### src/rtl/level_pacer.sv
// Speed-to-strobe pacing for every actor plus the frightened-mode timer.
// All state is registered; outputs change only on the rising clock edge.
module level_pacer #(
   parameter int NUM_CH        = 5,
   parameter int SPEED_W       = 8,
   parameter int STEP_DEN      = 200,
   parameter int TICKS_PER_SEC = 60,
   parameter int FLASH_TICKS   = 28
) (
   input  logic                      clk,
   input  logic                      rst_n,
   input  logic                      tick,
   input  logic                      clear_acc,
   input  logic [NUM_CH-1:0]         ch_en,
   input  logic [NUM_CH*SPEED_W-1:0] speed_bus,
   input  logic                      fright_start,
   input  logic [3:0]                fright_time,
   input  logic [2:0]                fright_flashes,
   output logic [NUM_CH-1:0]         move_stb,
   output logic                      fright_active,
   output logic                      fright_white,
   output logic                      fright_done
);

   localparam int ACC_W  = $clog2(2*STEP_DEN+1);
   localparam int SUM_W  = ((ACC_W > SPEED_W) ? ACC_W : SPEED_W) + 1;
   localparam int CNT_W  = $clog2(15*TICKS_PER_SEC+1);
   localparam int FL_W   = $clog2(7*FLASH_TICKS+1);
   localparam int CMP_W  = (CNT_W > FL_W) ? CNT_W : FL_W;
   localparam int HALF   = FLASH_TICKS/2;
   localparam int HALF_W = $clog2(HALF+1);

   localparam logic [SUM_W-1:0]  DEN       = SUM_W'(STEP_DEN);
   localparam logic [HALF_W-1:0] HALF_LOAD = HALF_W'(HALF);

   // ------------------------------------------------------------------
   // Movement accumulators
   // ------------------------------------------------------------------
   logic [ACC_W-1:0]  acc     [NUM_CH];
   logic [ACC_W-1:0]  acc_nxt [NUM_CH];
   logic [SUM_W-1:0]  spd     [NUM_CH];
   logic [SUM_W-1:0]  sum     [NUM_CH];
   logic [NUM_CH-1:0] stb_nxt;

   always_comb begin
      // NOTE: every always_comb output gets a default first so no path can infer a latch.
      stb_nxt = '0;
      for (int c = 0; c < NUM_CH; c++) begin
         spd[c]     = SUM_W'(speed_bus[c*SPEED_W +: SPEED_W]);
         sum[c]     = SUM_W'(acc[c]) + spd[c];
         acc_nxt[c] = acc[c];
         if (clear_acc) begin
            acc_nxt[c] = '0;
         end else if (tick && ch_en[c]) begin
            // Speeds at or above the threshold strobe every tick without touching the phase.
            if (spd[c] >= DEN) begin
               stb_nxt[c] = 1'b1;
            end else if (sum[c] >= DEN) begin
               stb_nxt[c] = 1'b1;
               acc_nxt[c] = ACC_W'(sum[c] - DEN);
            end else begin
               acc_nxt[c] = ACC_W'(sum[c]);
            end
         end
      end
   end

   always_ff @(posedge clk) begin
      if (!rst_n) begin
         // NOTE: the accumulators are a handful of flops, not a RAM, so each one is reset explicitly.
         for (int c = 0; c < NUM_CH; c++) acc[c] <= '0;
         move_stb <= '0;
      end else begin
         // NOTE: state registers use non-blocking assignments so every flop samples pre-edge values.
         for (int c = 0; c < NUM_CH; c++) acc[c] <= acc_nxt[c];
         move_stb <= stb_nxt;
      end
   end

   // ------------------------------------------------------------------
   // Frightened-mode timer
   // ------------------------------------------------------------------
   typedef enum logic [1:0] {IDLE, BLUE, FLASH} fright_state_e;

   fright_state_e     state;
   logic [CMP_W-1:0]  remain;
   logic [CMP_W-1:0]  flash_len;
   logic [HALF_W-1:0] half_cnt;
   logic [CMP_W-1:0]  start_t;
   logic [CMP_W-1:0]  start_f;
   logic [CMP_W-1:0]  remain_dec;
   logic              start_ok;

   assign start_t    = CMP_W'(fright_time) * CMP_W'(TICKS_PER_SEC);
   assign start_f    = CMP_W'(fright_flashes) * CMP_W'(FLASH_TICKS);
   assign remain_dec = remain - CMP_W'(1);
   assign start_ok   = fright_start && (fright_time != 4'd0);

   always_ff @(posedge clk) begin
      if (!rst_n) begin
         state         <= IDLE;
         remain        <= '0;
         flash_len     <= '0;
         half_cnt      <= '0;
         fright_active <= 1'b0;
         fright_white  <= 1'b0;
         fright_done   <= 1'b0;
      end else begin
         fright_done <= 1'b0;
         // A valid start (also a restart) takes priority and swallows a coincident tick.
         if (start_ok) begin
            remain        <= start_t;
            flash_len     <= start_f;
            fright_active <= 1'b1;
            if (start_f >= start_t) begin
               state        <= FLASH;
               fright_white <= 1'b1;
               half_cnt     <= HALF_LOAD;
            end else begin
               state        <= BLUE;
               fright_white <= 1'b0;
            end
         end else if (tick) begin
            case (state)
               BLUE: begin
                  remain <= remain_dec;
                  if (remain_dec == '0) begin
                     state         <= IDLE;
                     fright_active <= 1'b0;
                     fright_white  <= 1'b0;
                     fright_done   <= 1'b1;
                  end else if (remain_dec == flash_len) begin
                     state        <= FLASH;
                     fright_white <= 1'b1;
                     half_cnt     <= HALF_LOAD;
                  end
               end
               FLASH: begin
                  remain <= remain_dec;
                  if (remain_dec == '0) begin
                     state         <= IDLE;
                     fright_active <= 1'b0;
                     fright_white  <= 1'b0;
                     fright_done   <= 1'b1;
                  end else if (half_cnt == HALF_W'(1)) begin
                     fright_white <= ~fright_white;
                     half_cnt     <= HALF_LOAD;
                  end else begin
                     half_cnt <= half_cnt - HALF_W'(1);
                  end
               end
               default: ;
            endcase
         end
      end
   end

endmodule

### config.mk
export PLATFORM = sky130hd
export DESIGN_NAME = level_pacer
export DESIGN_NICKNAME = d
export VERILOG_FILES = /design/src/rtl/level_pacer.sv
export SDC_FILE = /design/constraint.sdc
export NUM_CORES = 1
export LEC_CHECK = 0
export CAP_MARGIN = 20
export CORE_UTILIZATION = 45
export CTS_CLUSTER_SIZE = 28
export DETAILED_ROUTE_END_ITERATION = 12
export DONT_BUFFER_PORTS = 1
export PLACE_DENSITY = 0.68
export SLEW_MARGIN = 20
export SYNTH_ARGS = -nofsm -noshare
export SYNTH_HDL_FRONTEND = slang
export SYNTH_SLANG_ARGS = --single-unit
### constraint.sdc
create_clock -name clk -period 4.6 [get_ports clk]
set_input_delay 0.92 -clock clk [delete_from_list [all_inputs] [get_ports clk]]
set_output_delay 0.92 -clock clk [all_outputs]
set_load 0.01 [all_outputs]
# Word level (Yosys, flattened, before mapping)
# Memories as Yosys holds them, arrays and structs flattened.
# Index checks and enable logic that the tools add are counted.
# classes
n_reduce_logical,26
n_mux,68
bitwise,14
mul,2
magnitude_cmp,11
eq_ne,11
addsub,12
# ops
cell,count
$mux 9,25
$add 9x8->10,5
$ge 10x8->1 const B,5
$sub 9x8->9 const B,5
$ge 8x8->1 const B,5
$mux 10,3
$mux 4,7
$mux 1,24
$reduce_or 3->1,5
$mux 2,6
$ne 3x3->1 const B,4
$eq 10x8->1,1
$ge 8x10->1,1
$logic_not 10->1,1
$sub 10x1->10 const B,1
$not 1->1,9
$mul 4x4->8 const B,1
$ne 4x4->1 const B,2
$pmux 4 s2,1
$reduce_and 4->1,2
$logic_and 1x1->1,6
$mul 3x3->6 const B,1
$reduce_and 6->1,1
$reduce_bool 2->1,3
14 further kinds,20
# word_totals
inputBits,57
wordCells,158
ram_bits,45
regBits,30
mem_count,1
out_inout_bits,8
# memory_table
memory,words,word_bits,rd,rd_clocked_by_memory_dff,write_ports,line,source
acc,5,9,5,0,5,39,logic [ACC_W-1:0] acc [NUM_CH];

# Longest topological paths before layout
# An unclocked memory read counts as a cell.
# depth
word_depth,8
ltp_mapped,13
ltp_nobuf,13

# Least setup slack after synthesis
# Ideal clock, no wire load.
# synth_path
kind,input -> register
start,input fright_time[0]
end,register half_cnt[1]
t_required_ns,4.509
path_buffers,0
path_slack_ns,0.698
cell_stages,12
arrival_time_ns,3.811
cell_sequence,fa_1 > fa_1 > ha_1 > a21o_1 > a21oi_1 > xor2_1 > ha_1 > o21a_1 > a21oi_1 > or4_1 > nor3b_1 > a311oi_1
# synth_via
elab_chain_cells,4
elab_cells_between_ends,12
cone_classes,1 x mul; 1 x order compare; 4 x eq/ne; 1 x mux; 5 x reduce/logical
# synth_lines
item,line,source
from (decl),17,"input logic [3:0] fright_time,"
$mul 4x4->8 or $reduce_bool 4->1 (tied branches),"94, 97",
$ge 8x10->1 or $logic_and 1x1->1 (tied branches),"115, 97",
$ne 2x1->1 (no source line) (tied with other cells),--,
$reduce_and 6->1 (no source line),--,
to (signal assigned),149,half_cnt <= half_cnt - HALF_W'(1);
to (decl),88,logic [HALF_W-1:0] half_cnt;
# Several ways; a longest one is shown, not always the timed one.
# A chain may end at the register's enable or synchronous reset.

# Worst setup path after layout
# Same ends and word-level chain as after synthesis.

==> flow_summary.toml <==
[clock_tree]
htreeDepth = 3
cts_buffers = 9
postCtsSetupRepairBufs = 0
holdBufCountCts = 0
cts_resized = 0
cts_tree = "built"
clk_pin_slew_worst_paths_ps = 60
cts_root_buf = "clkbuf_16"
clk_path_buf_depth = 2
clock_latency_ps = 350
cts_sinks = 75

[timing]
rsz0062_at_grt = "false"
tightest_slew_ps = 934.0
slew_viol_final = 0
relSlewSlack_pct = 36.95
fin_crit_sh_pct = 80.82
fin_setup_tns_ps = 0
hold_viol_final = 0
fin_worst_skew_ps = 11.86
fmax_mhz = 269.0
finalCriticalPeriod_ps = 3718
layout_setup_ws_ps = 882.4
setup_viol = 0

[die]
die_area_sq_um = 15840
io_pins = 65
die_h_um = 125.9
core_region_area_sq_um = 14750
start_util_pct = 46.79
row_count = 44
die_width_um = 125.9

[setup_path]
crit_end = "half_cnt[1]"
critPathLaunchType = "input pin"
crit_fanout = 5
reg2reg_depth = 10
cp-end-kind = "register"
cp_cell_sequence = "fa_1 > fa_1 > ha_1 > a21o_1 > a21oi_1 > xor2_1 > ha_1 > o21a_1 > a21oi_1 > or4_1 > nor3b_1 > a311oi_1"
worstPathArrival_ps = 3960
cpPeakStageDelay_ps = 560
worst_path_dominant_cell_family = "adder cells"
cp.depth = 12
cp.required_ps = 4840
crit_path_start = "fright_time[0]"
r2r_start = "acc[0][27]"
r2r_setup_slack_ps = 1670
r2r_end = "acc[0][31]"
cp_slowest_cell = "fa_1"
critical_path_class = "in2reg"
path_buf_inv = 0

[detailed_routing]
drt_wl_total_mm = 15.47
drc = 0
vias = 6070
wire_per_inst_um = 15.01
viasPerCell = 5.887
antenna_left = 0
drt-initial-drc-count = 443
drt_first_pass_iters = 6

[finish]
layout-drive-gt1-share_pct = 4.959
regArea_sq_um = 1501
nets = 987
multi_input_comb_area_sq_um = 5051
final_cells = 1031
most-common-layout-cells = "ha_1, dfxtp_1, nor2_1"
diodes = 0
area_growth_pct = 6.018
nFillCells = 1409

[hold_path]
hold_depth = 2
hp-class = "reg2reg"
hold_start = "acc[0][27]"

[logic_synthesis]
muxShareOfSynthArea_pct = 2.538
synth_area_leaders = "dfxtp_1, ha_1, a21oi_1, fa_1, nor2_1"
synth-seq-area-share_pct = 21.75
synth_ff_type = "dfxtp_1"
synthArstFlopShare_pct = 0
synth_compound_area_share_pct = 23.76
synth-xor-area-share_pct = 5.401
syn_area_sq_um = 6903
ys_ff_latch = 75
synth_top_family_by_area = "simple AND/OR/NAND/NOR gates"
yosys.area.top_type = "dfxtp_1"
syn_avg_cell_area_sq_um = 8.045
synthAdderAreaFrac_pct = 17.36
syn_inst = 858
synth-simple-area-share_pct = 24.11
syn-num-nets = 1003
synth-edff-count = 0
synth_top_area_share_pct = 21.75
yosysWarningCount = 0
synth.distinct_cells = 81

[place]
portBuffers = 0
gp_congestion = 0.8722
pre_cts_ws_ps = 525.4
dp_hpwl_mm = 11.94
placedCellCount = 1015

[global_routing]
grt_max_degree = 22
grt_pass1_vias = 5543
grt.total_usage_pct = 20.04
overflow = 0
grt_antenna_before_repair = 1
grt_pass1_wl_mm = 26.10

[job]
max_cap_viol_count = 0

[power]
p_leak_uw = 0.002945
power.density_nw_per_um2 = 283.0
ir_worst_vdd_mv = 0.1915

[status]
status = "complete, no violations"
==> per-layer routing <==
layer,share of wire [%],up-vias,GRT usage [%]
met4,1.3,2,6.024
met3,5.2,17,5.013
met1,51,2784,27.44
met5,0.11,-,0
met2,43,121,30.98
li1,-,3146,-
==> flip-flops by register name, indices dropped and copies added, names as in the netlist <==
signal,cells
move_stb,5
half_cnt,4
fright_done,1
fright_white,1
acc,45
flash_len,6
state,2
fright_active,1
remain,10
==> synth_stat cells, drive strengths merged, types with 7 or more instances <==
library cell and instances:
a211oi 18, o21ai 30, dfxtp 75, nand2b 7, fa 13, nand2 65, nand4 20, o311ai 8
nor2 67, a21oi 58, a31oi 13, a21o 12, nor2b 23, xnor2 23, clkbuf 24, or3 10
mux2i 13, and3 13, xor2 17, ha 75, nand3 40, o211ai 14, nor3 25, nor3b 10
inv 59, o21a 10, or4 11
==> worst min-delay path by stage <==
stage          slack (ps)    endpoint
5_1_grt               490  acc[0][20]
4_1_cts               460  acc[0][27]
2_1_floorplan         440  acc[0][20]
3_5_place_dp          460  acc[0][27]
6_report              460  acc[0][27]
3_3_place_gp          450  acc[0][18]
==> tightest hold or removal path, delay by kind of cell (launching register included) <==
family	cells	cell delay, ps
DFF	1	310
and+or+nand+nor	1	50
AOI/OAI and AO/OA	1	50
==> metrics by stage <==
step	power [uW]	instance area, sq um	util (%)	hold WS [ps]
2_1_floorplan	1257	6903	-	435.6
3_3_place_gp	1357	7030	47.65	449.7
3_5_place_dp	1365	7030	47.65	455.1
4_1_cts	2083	7318	49.60	463.5
5_1_grt	2206	7318	49.60	491.5
6_report	2071	7318	49.60	463.3
==> final cells by class <==
cell class	instances	area share (%)
multi-input combinational	693	69.02
sequential	75	20.52
clock buffer	12	3.231
tap	184	3.146
inverter	60	3.077
clock inverter	4	0.7010
timing repair buffer	3	0.3077
==> power by group <==
part | total (uW) | leakage [uW] | internal (uW) | switching, uW
clock | 714 | 0.000137 | 421 | 293
sequential | 735 | 0.000611 | 689 | 46.4
combinational | 622 | 0.00220 | 266 | 355
==> cells by family (layout without fill, tap and decap cells) <==
kind of cell,Yosys count,after routing
simple gates,317,317
compound gates,230,230
buf+inv,90,79
fa+ha+maj,88,88
flops,75,75
xor+xnor,41,41
mux,17,17
Power figures use the tool's default switching activity.
